**src/rtl/imem_loader.sv**
```systemverilog
// -----------------------------------------------------------------------------
// imem_loader
//
// Boot-time loader for the instruction memory. Accepts a program image as a
// byte stream (valid/ready), assembles little-endian 32-bit words, writes them
// to the instruction memory and holds the core in reset until the full image
// has been written and its 8-bit payload checksum matches.
//
// Image: 4-byte LE word count N, N*4 payload bytes (LE words), 1 checksum byte
// equal to the sum of all payload bytes mod 256 (header excluded).
//
// Ports
//   clk           system clock, rising edge
//   rst_n         asynchronous active-low reset
//   rx_data_i     incoming byte
//   rx_valid_i    rx_data_i valid
//   rx_ready_o    loader accepts a byte this cycle (combinational from state)
//   restart_i     re-run the load from DONE or ERROR
//   imem_we_o     one-cycle instruction memory write strobe
//   imem_addr_o   word-aligned byte address of the write
//   imem_wdata_o  word to write
//   core_rst_n_o  active-low core reset, released only after a good load
//   load_done_o   high while in DONE
//   load_err_o    high while in ERROR
//
// state   | meaning
// --------+-----------------------------------------------------------
// S_IDLE  | one-cycle pause before a load starts
// S_HDR   | collecting the 4-byte word count
// S_DATA  | collecting payload bytes, one memory write per 4 bytes
// S_CSUM  | collecting the checksum byte
// S_DONE  | image verified, core released
// S_ERROR | bad word count or checksum, core held in reset
// -----------------------------------------------------------------------------
module imem_loader #(
    parameter int XLEN     = 32,
    parameter int MEM_SIZE = 1024
) (
    input  logic            clk,
    input  logic            rst_n,
    input  logic [7:0]      rx_data_i,
    input  logic            rx_valid_i,
    output logic            rx_ready_o,
    input  logic            restart_i,
    output logic            imem_we_o,
    output logic [XLEN-1:0] imem_addr_o,
    output logic [XLEN-1:0] imem_wdata_o,
    output logic            core_rst_n_o,
    output logic            load_done_o,
    output logic            load_err_o
);

    localparam int IDX_W = $clog2(MEM_SIZE) + 1;

    typedef enum logic [2:0] {
        S_IDLE,
        S_HDR,
        S_DATA,
        S_CSUM,
        S_DONE,
        S_ERROR
    } state_t;

    state_t           state_q, state_d;
    logic [1:0]       byte_cnt_q;
    logic [31:0]      n_words_q;
    logic [IDX_W-1:0] word_idx_q;
    logic [7:0]       sum_q;
    logic [23:0]      word_buf_q;

    logic             xfer;
    logic             last_byte;
    logic             last_word;
    logic             hdr_bad;
    logic [31:0]      hdr_word;

    assign rx_ready_o = (state_q == S_HDR) || (state_q == S_DATA) || (state_q == S_CSUM);
    assign xfer       = rx_valid_i && rx_ready_o;
    assign last_byte  = (byte_cnt_q == 2'd3);

    // Full header as it will look once the byte on the bus is taken.
    assign hdr_word   = {rx_data_i, n_words_q[23:0]};
    assign hdr_bad    = (hdr_word == 32'd0) || (hdr_word > 32'(MEM_SIZE));
    assign last_word  = (32'(word_idx_q) == (n_words_q - 32'd1));

    always_ff @(posedge clk or negedge rst_n) begin
        if (!rst_n) begin
            state_q <= S_IDLE;
        end else begin
            state_q <= state_d;
        end
    end

    always_comb begin
        state_d = state_q;
        case (state_q)
            S_IDLE:  state_d = S_HDR;
            S_HDR: begin
                if (xfer && last_byte) begin
                    state_d = hdr_bad ? S_ERROR : S_DATA;
                end
            end
            S_DATA: begin
                if (xfer && last_byte && last_word) begin
                    state_d = S_CSUM;
                end
            end
            S_CSUM: begin
                if (xfer) begin
                    state_d = (rx_data_i == sum_q) ? S_DONE : S_ERROR;
                end
            end
            S_DONE, S_ERROR: begin
                if (restart_i) begin
                    state_d = S_IDLE;
                end
            end
            default: state_d = S_IDLE;
        endcase
    end

    always_ff @(posedge clk or negedge rst_n) begin
        if (!rst_n) begin
            byte_cnt_q   <= 2'd0;
            n_words_q    <= 32'd0;
            word_idx_q   <= '0;
            sum_q        <= 8'd0;
            word_buf_q   <= 24'd0;
            imem_we_o    <= 1'b0;
            imem_addr_o  <= '0;
            imem_wdata_o <= '0;
            core_rst_n_o <= 1'b0;
            load_done_o  <= 1'b0;
            load_err_o   <= 1'b0;
        end else begin
            imem_we_o    <= 1'b0;
            // Status flags are registered copies of the next state so they
            // change in the cycle right after the deciding edge.
            core_rst_n_o <= (state_d == S_DONE);
            load_done_o  <= (state_d == S_DONE);
            load_err_o   <= (state_d == S_ERROR);

            if (state_q == S_IDLE) begin
                byte_cnt_q <= 2'd0;
            end

            if (xfer) begin
                case (state_q)
                    S_HDR: begin
                        case (byte_cnt_q)
                            2'd0:    n_words_q[7:0]   <= rx_data_i;
                            2'd1:    n_words_q[15:8]  <= rx_data_i;
                            2'd2:    n_words_q[23:16] <= rx_data_i;
                            default: n_words_q[31:24] <= rx_data_i;
                        endcase
                        // Counter wraps 3 -> 0, ready for the first payload byte.
                        byte_cnt_q <= byte_cnt_q + 2'd1;
                        if (last_byte) begin
                            word_idx_q <= '0;
                            sum_q      <= 8'd0;
                        end
                    end
                    S_DATA: begin
                        sum_q      <= sum_q + rx_data_i;
                        byte_cnt_q <= byte_cnt_q + 2'd1;
                        case (byte_cnt_q)
                            2'd0: word_buf_q[7:0]   <= rx_data_i;
                            2'd1: word_buf_q[15:8]  <= rx_data_i;
                            2'd2: word_buf_q[23:16] <= rx_data_i;
                            default: begin
                                imem_we_o    <= 1'b1;
                                imem_addr_o  <= XLEN'({word_idx_q, 2'b00});
                                imem_wdata_o <= XLEN'({rx_data_i, word_buf_q});
                                word_idx_q   <= word_idx_q + 1'b1;
                            end
                        endcase
                    end
                    default: ;
                endcase
            end
        end
    end

endmodule
```
**config.mk**
```make
export PLATFORM = sky130hd
export DESIGN_NAME = imem_loader
export DESIGN_NICKNAME = d
export VERILOG_FILES = /design/src/rtl/imem_loader.sv
export SDC_FILE = /design/constraint.sdc
export NUM_CORES = 1
export LEC_CHECK = 0
export ABC_AREA = 1
export CELL_PAD_IN_SITES_DETAIL_PLACEMENT = 1
export CELL_PAD_IN_SITES_GLOBAL_PLACEMENT = 1
export CORE_UTILIZATION = 41
export DETAILED_ROUTE_END_ITERATION = 16
export PLACE_DENSITY = 0.79
export SYNTH_ARGS = -nofsm -noshare
export SYNTH_HDL_FRONTEND = slang
export SYNTH_SLANG_ARGS = --single-unit
```
**constraint.sdc**
```tcl
create_clock -name clk -period 2.45 [get_ports clk]
set_clock_uncertainty 0.15 [all_clocks]
set_input_delay 0.3675 -clock clk [delete_from_list [all_inputs] [get_ports clk]]
set_output_delay 0.3675 -clock clk [all_outputs]
set_load 0.02 [all_outputs]
```
# Word level (Yosys, flattened, before mapping)
# Index checks and enable logic that the tools add are counted.
totals:
  reg_bits: 126
  out_inout_bits: 69
op_classes:
  addsub: 4
  n_lt_le_gt_ge: 1
  eq_ne: 14
  muxes: 18
  bitwise: 1
  n_reduce_logical: 23
ops:
  columns: ["operator", "n"]
  rows:
  - ["$eq A11 B32 Y1", 1]
  - ["$gt A32 B11 Y1 const B", 1]
  - ["$logic_not A32 Y1", 1]
  - ["$sub A32 B1 Y32 const B", 1]
  - ["$reduce_and A3 Y1", 9]
  - ["$mux W11", 2]
  - ["$pmux W11 S2", 1]
  - ["$pmux W8 S2", 1]
  - ["$mux W3", 5]
  - ["$pmux W3 S5", 1]
  - ["$eq A3 B3 Y1 const B", 4]
  - ["$add A11 B1 Y11 const B", 1]
  - ["$add A8 B8 Y8", 1]
  - ["$eq A8 B8 Y1", 1]
  - ["$mux W8", 1]
  - ["$eq A3 B2 Y1 const B", 2]
  - ["$mux W2", 3]
  - ["$eq A2 B2 Y1 const B", 2]
  - ["$mux W1", 4]
  - ["$ne A2 B2 Y1 const B", 2]
  - ["$reduce_and A4 Y1", 1]
  - ["$reduce_or A2 Y1", 2]
  - ["$eq A3 B1 Y1 const B", 1]
  - ["$logic_and A1 B1 Y1", 3]
  - ["other kinds (8)", 10]

# Longest topological paths before layout
# Gate-level depths: netlist (run 1).
depth:
  word_depth: 9
  depth_mapped: 15
  ltp_nobuf: 15

# Worst setup path after synthesis (run 1)
# No wires, ideal clock.
synth_timing:
  kind: "input-to-reg"
  startpoint: "in rx_data_i[0]"
  endpoint: "reg sum_q[6]"
  setup_time_ns: 0.127
  arrival_time_ns: 1.743
  required_ns: 2.173
  setup_slack_ns: 0.431
  stages: 11
  n_path_buf: 0
  path_cell_list: "ha_1 > fa_1 > nand2_1 > nand2_1 > a21oi_1 > inv_1 > a21oi_1 > nor2_1 > nor2_1 > xor2_1 > o21ai_0"
synth_between:
  elab_chain_len: 2
synth_lines:
  columns: ["element", "line_no", "source"]
  rows:
  - ["start, declared", "41", "input logic [7:0] rx_data_i,"]
  - ["$add A8 B8 Y8", "164", "sum_q <= sum_q + rx_data_i;"]
  - ["$pmux W8 S2", "148", "case (state_q)"]
  - ["end signal, assigned", "164", null]
  - ["end, declared", "68", "logic [7:0] sum_q;"]
# No other way between the ends.
# A chain may end at the register's enable or synchronous reset.

# Worst setup path in the final report (run 1)
layout_timing:
  startpoint: "reg n_words_q[3]"
  endpoint: "reg load_done_o"
layout_between:
  elab_chain_len: 6
  word_cells_on_any_way: 11
  classes_between: "add/sub: 1; order compare: 1; eq/ne: 2; mux: 4; reduce/logical: 3"
layout_lines:
  columns: ["element", "line_no", "source"]
  rows:
  - ["start, declared", "66", "logic [31:0] n_words_q;"]
  - ["start signal, assigned", "151", "2'd0: n_words_q[7:0] <= rx_data_i;"]
  - ["$sub A32 B1 Y32, or another cell as far along", "84", "assign last_word = (32'(word_idx_q) == (n_words_q - 32'd1));"]
  - ["$eq A11 B32 Y1 or $logic_or A1 B1 Y1 (tied branches)", "84, 83", null]
  - ["$logic_and A1 B1 Y1 or $mux W3 (tied branches)", "104, 100", null]
  - ["$mux W3, on equally long branches", "104, 99", null]
  - ["$pmux W3 S5 *", "96", "case (state_q)"]
  - ["named net state_d[0]", "64", "state_t state_q, state_d;"]
  - ["$eq A3 B3 Y1 *", "140", "load_done_o <= (state_d == S_DONE);"]
  - ["end signal, assigned", "140", null]
  - ["end, declared", "49", "output logic load_done_o,"]
# The timed path passes the listed nets; every way through them passes the cells marked *.

==> out/qor.csv, run 1 <==
stage,metric,value,unit
logic_synthesis,yosysSeqAreaShare,47.8,%
detailed_routing,via_per_inst,5.00,
floorplan,die-area,0.0166,sq mm
detailed_routing,wirelength,19.4,mm
floorplan,rows,46,
logic_synthesis,syn_inst,852,
critical_path,crit_fanout,4,
logic_synthesis,ys_async_sr_fraction,100,%
clocking,clock-root-buffer,clkbuf_16,
logic_synthesis,ys_seq_elements,126,
detailed_routing,routedWlPerCell,16.6,um
floorplan,die_w,129,um
critical_path,cp.arrival,2.51,ns
logic_synthesis,synth.cell_area,0.00660,sq mm
sta,relSlewSlack,62.3,%
detailed_routing,ant_nets,0,
floorplan,ios,81,
critical_path,worst_ep_required_time,2.60,ns
floorplan,die_y,129,um
placed_design,pre_cts_ws,-0.165,ns
clocking,insertion_delay,0.42,ns
critical_path,crit_start,n_words_q[3],
global_route,antenna_found_initial,1,
global_route,grt_pass1_vias,5993,
finish,num-fill-cells,1986,
placed_design,numPortBuffers,59,
floorplan,coreArea,0.0158,sq mm
sta,drv_slew,0,
critical_path,cp-end-kind,register,
detailed_routing,drtPass1Iterations,5,
logic_synthesis,yosys_warnings,0,
clocking,htreeDepth,4,
sta,period_share,96.5,%
sta,fmax,423,MHz
pwr,p_total,0.00919,W
floorplan,start_util,41.7,%
critical_path,critical_path_class,register to register,
clocking,cts_tree,yes,
clocking,cts_buffer_depth,2,
detailed_routing,vias,5832,
critical_path,r2r_start,n_words_q[3],
pwr,p_per_area,1130,mW/mm^2
clocking,numCtsBuffers,17,
detailed_routing,drt_iter0_drc,289,
pwr,p_leak,3.93,nW
finish,nets,962,
clocking,clock_sinks,126,
logic_synthesis,synth_cell_types,39,
global_route,overflow,0,
global_route,grt_pass1_wl,31.3,mm
global_route,track_usage,25.0,%
global_route,grt_max_degree,53,
finish,drive_gt1_share,10.7,%
placed_design,dp_hpwl,13.9,mm
finish,areaGrowthSynthToFinish,23.1,%
sta,tightest_slew,0.566,ns
logic_synthesis,synth_edf_count,0,
pwr,max-vdd-ir-drop,575,uV
outcome,outcome,finished clean,
min_path,hold_class,register to register,
min_path,hold_start,word_buf_q[14],
placed_design,place_congestion,0.846,
sta,postLayoutSetupSlackWorst,0.0859,ns
sta,period_needed,2.36,ns
sta,hold_viol,0,
critical_path,r2r_slack,0.09,ns
detailed_routing,drcViolationCount,0,
logic_synthesis,synth_area_per_cell,7.75,sq um
job,maxCapViolCount,0,
sta,hold_ws,0.319,ns
clocking,cts.clk_slew.worst_paths,0.06,ns
logic_synthesis,synth_ff_type,dfrtp_1,
sta,setup_violations,0,
critical_path,start_kind,register,
worst max-delay path, cell delays in order, from the launching register on:
cell	delay, ns
dfrtp_1	0.44
nor2_2	0.20
nand2_1	0.15
nor2_1	0.15
nand2_1	0.16
o21ai_1	0.16
nand2_1	0.06
nor2_1	0.18
nand2_1	0.07
nor2_1	0.18
nand3_2	0.16
nand2_1	0.12
nor2_1	0.04
worst paths after layout:
check / end / cells past startpoint
setup / recovery: load_done_o / 12
hold / removal: imem_wdata_o[14] / 2
setup reg to reg: load_done_o / 12
hold reg to reg: imem_wdata_o[14] / 2
max in group asynchronous: state_q[0] / 3
min in group asynchronous: imem_wdata_o[23] / 2
metrics by stage:
step | area (sq um) | cells | utilization [%] | setup TNS (ns)
3_3_place_gp | 7500 | 1132 | 47.4 | -0.0889
5_1_grt | 8120 | 1165 | 51.3 | -0.0488
3_5_place_dp | 7500 | 1132 | 47.4 | -0.165
2_1_floorplan | 6680 | 872 | - | 0
4_1_cts | 8110 | 1165 | 51.2 | 0
6_report | 8120 | 1166 | 51.3 | 0
cell usage in the layout, fill, tap and decap left out, types with 8 or more instances in the layout:
master           instances
nand2_1                292
dfrtp_1                126
o21ai_0                 81
nor2_1                  75
inv_1                   74
clkdlybuf4s50_1         58
nand3_1                 36
buf_4                   27
conb_1                  21
clkbuf_16               17
nor2_2                  15
a21oi_1                 12
ha_1                    12
o21ai_1                 11
nand4_1                 11
xor2_1                  10
nor2_4                   8
o22ai_1                  8
what timing repair did:
action,4_1_cts,5_1_grt
hold buffers,1,0
resized for setup,0,4
setup endpoints to repair,0,2
endpoints found under the hold margin,41,0
setup buffers,0,0
registers in the layout, summed over array words and instances, names as in the netlist:
name          flops
word_buf_q       24
imem_we_o         1
word_idx_q       11
state_q           3
imem_wdata_o     32
byte_cnt_q        2
imem_addr_o      11
sum_q             8
load_done_o       1
load_err_o        1
n_words_q        32
where the power goes:
| part | switching [W] | total [W] | internal, W |
|---|---|---|---|
| Sequential | 0.000648 | 0.00330 | 0.00266 |
| Clock | 0.00103 | 0.00256 | 0.00153 |
| Combinational | 0.00214 | 0.00333 | 0.00118 |
logic make-up (layout without fill, tap and decap cells):
kind of cell,count (synthesis),count (layout),synth area share (%)
xor+xnor,16,16,2.12
other cells,1,22,0.0568
fa+ha+maj,14,14,2.77
buf+inv,120,197,8.24
flops,126,126,47.8
compound gates,121,121,9.78
simple gates,454,454,29.3
metal layers:
| layer | up-vias | track usage (%) | part of all wire (%) |
|---|---|---|---|
| li1 | 2837 | - | - |
| met1 | 2873 | 31.5 | 45 |
| met2 | 98 | 43.6 | 50 |
| met3 | 24 | 4.45 | 4.0 |
| met4 | 0 | 8.10 | 1.5 |
| met5 | - | 0 | 0 |
cells in the mapped netlist (all sizes together), types with 4 or more instances:
| cell | n | share of area [%] |
|---|---|---|
| nand2 | 299 | 17 |
| ha | 13 | 2.5 |
| a21oi | 12 | 0.91 |
| clkbuf | 7 | 0.42 |
| o22ai | 8 | 0.76 |
| o21ai | 93 | 7.1 |
| nand3 | 37 | 2.8 |
| xor2 | 10 | 1.3 |
| xnor2 | 6 | 0.80 |
| nand4 | 11 | 1.0 |
| nor2 | 98 | 7.0 |
| inv | 77 | 4.4 |
| nor3 | 4 | 0.45 |
| dfrtp | 126 | 48 |
| buf | 35 | 3.4 |
area by class of cell:
type / count / area, sq um / area share [%]
Clock buffer: 17 / 425 / 5.24
Antenna cell: 1 / 2.50 / 0.0308
Timing Repair Buffer: 87 / 813 / 10.0
Clock inverter: 15 / 173 / 2.13
Sequential cell: 126 / 3150 / 38.8
Multi-Input combinational cell: 626 / 2990 / 36.9
Inverter: 78 / 293 / 3.60
Tap cell: 216 / 270 / 3.33
(Power assumes the default switching activity.)
==> inputs of run 2 (changes only) <==
Settings changed: PLACE_DENSITY 0.79 to 0.88.
==> out/qor.csv, run 2 (synthesis gave the netlist of run 1 again) <==
stage,metric,value,unit,change
placed_design,numPortBuffers,59,,unchanged
detailed_routing,wirelength,21.1,mm,+8.7%
floorplan,die_w,129,um,unchanged
clocking,insertion_delay,0.43,ns,about the same
job,maxCapViolCount,0,,unchanged
pwr,p_leak,3.92,nW,-0.43%
critical_path,worst_ep_required_time,2.62,ns,+0.02 ns
detailed_routing,drcViolationCount,0,,unchanged
finish,num-fill-cells,1939,,-2.4%
clocking,cts_tree,yes,,
clocking,htreeDepth,4,,unchanged
sta,drv_slew,0,,unchanged
global_route,overflow,0,,unchanged
detailed_routing,drtPass1Iterations,5,,unchanged
critical_path,cp.arrival,2.45,ns,-0.06 ns
sta,hold_ws,0.323,ns,+0.00444 ns
detailed_routing,drt_iter0_drc,389,,+35%
floorplan,coreArea,0.0158,sq mm,unchanged
placed_design,post_dp_cell_area,0.00751,sq mm,about the same
global_route,grt_max_degree,56,,+5.7%
sta,hold_viol,0,,unchanged
global_route,track_usage,27.2,%,+2.2 points
pwr,max-vdd-ir-drop,613,uV,+6.7%
detailed_routing,via_per_inst,5.20,,+4.0%
sta,relSlewSlack,61.4,%,-0.86 points
global_route,antenna_found_initial,0,,-1
finish,diodes,0,,-1
clocking,clock-root-buffer,clkbuf_16,,
finish,instances_no_fill,1165,,-0.086%
floorplan,die_y,129,um,unchanged
sta,period_needed,2.28,ns,-0.0800 ns
outcome,outcome,finished clean,,
sta,tightest_slew,0.577,ns,+0.0115 ns
placed_design,place_congestion,0.894,,+5.7%
global_route,grt_pass1_wl,33.7,mm,+7.7%
finish,reg_top3,"imem_wdata_o: 32 flops, n_words_q: 32 flops, word_buf_q: 24 flops",,
detailed_routing,ant_nets,0,,unchanged
global_route,grt_pass1_vias,6321,,+5.5%
critical_path,cp-end-kind,register,,
finish,drive_gt1_share,10.7,%,unchanged
floorplan,die-area,0.0166,sq mm,unchanged
detailed_routing,vias,6059,,+3.9%
pwr,p_per_area,1140,mW/mm^2,+0.97%
floorplan,start_util,41.7,%,unchanged
min_path,hold_class,register to register,,
critical_path,start_kind,register,,
finish,final_cell_area,0.00811,sq mm,-0.22%
critical_path,crit_fanout,5,,+1
sta,setup_violations,0,,unchanged
critical_path,critical_path_class,register to register,,
floorplan,rows,46,,unchanged
finish,areaGrowthSynthToFinish,22.8,%,
clocking,cts.clk_slew.worst_paths,0.06,ns,about the same
sta,period_share,93.2,%,-3.3 points
floorplan,ios,81,,unchanged
placed_design,place_inst,1131,,-0.088%
finish,final_common_cell,nand2_1,,
clocking,clock_sinks,126,,unchanged
clocking,cts_buffer_depth,2,,unchanged
finish,layout.cells.most_common_list,"nand2_1, dfrtp_1, o21ai_0",,
finish,nets,962,,unchanged
placed_design,dp_hpwl,14.2,mm,+2.0%
sta,fmax,438,MHz,+3.5%
detailed_routing,routedWlPerCell,18.1,um,+8.8%
clocking,numCtsBuffers,17,,unchanged
## run 2: per-stage QoR
stage                     setup TNS, ns  power (W)  worst slack [ns]  util [%]
after global placement          -0.0920    0.00640           -0.0920      47.4
after global routing            -0.0128    0.00983           -0.0128      51.2
after detailed placement         -0.234    0.00660            -0.215      47.4
after floorplan                       0    0.00549             0.431         -
final                                 0    0.00926             0.166      51.2
after CTS                             0    0.00918            0.0705      51.0
## run 2: worst max-delay path, stage by stage, from the launching register on
cell	delay, ns
dfrtp_1	0.40
inv_1	0.13
ha_4	0.19
nand2_2	0.13
nor2_4	0.21
nand2_1	0.11
nand3_1	0.09
nand2_1	0.06
nor2_1	0.19
nand3_1	0.10
nor2_1	0.14
nand3_2	0.13
nand2_1	0.11
nor2_1	0.04
## run 2: where the power goes
group	internal [W]	total, W	switching [W]
Clock	0.00141	0.00244	0.00104
Combinational	0.00121	0.00348	0.00227
Sequential	0.00266	0.00334	0.000684
Total	0.00528	0.00926	0.00399
## run 2: routing by layer
layer	global-route usage [%]	share of wire [%]	up-vias
li1	-	-	2832
met1	33.6	42	2994
met2	45.3	49	173
met3	5.70	4.3	60
met4	13.8	4.1	0
met5	0	0	-
## run 2: path summary, 6_finish.rpt
path / start / cells past startpoint / end / slack (ns)
worst min-delay path: word_buf_q[11] / 2 / imem_wdata_o[11] / 0.32
worst min register to register: word_buf_q[11] / 2 / imem_wdata_o[11] / 0.32
min in group asynchronous: rst_n / 2 / imem_wdata_o[20] / 0.34
worst max-delay path: n_words_q[0] / 13 / load_done_o / 0.17
max in group asynchronous: rst_n / 3 / n_words_q[31] / 1.05
worst max register to register: n_words_q[0] / 13 / load_done_o / 0.17
## run 2: area by class of cell
type,instances,area (sq um),share of cell area (%)
Clock buffer,17,425,5.25
Clock inverter,15,135,1.67
Inverter,78,293,3.61
Multi-Input combinational cell,626,3000,37.1
Sequential cell,126,3150,38.9
Tap cell,216,270,3.33
Timing Repair Buffer,87,826,10.2
## run 2: timing repair
| item | 4_1_cts | 5_1_grt |
|---|---|---|
| setup buffers | 0 | 1 |
| hold endpoints to repair | 39 | 0 |
| endpoints found under the setup margin | 0 | 3 |
| hold buffers | 1 | 0 |
| resized for setup | 0 | 5 |
==> inputs of run 3 (changes only) <==
Settings changed: CTS_BUF_LIST from default to sky130_fd_sc_hd__clkbuf_4 sky130_fd_sc_hd__clkbuf_8 sky130_fd_sc_hd__clkbuf_16.
==> results of run 3 <==
Same layout as run 2: the final DEF is identical, and so are final timing and power.
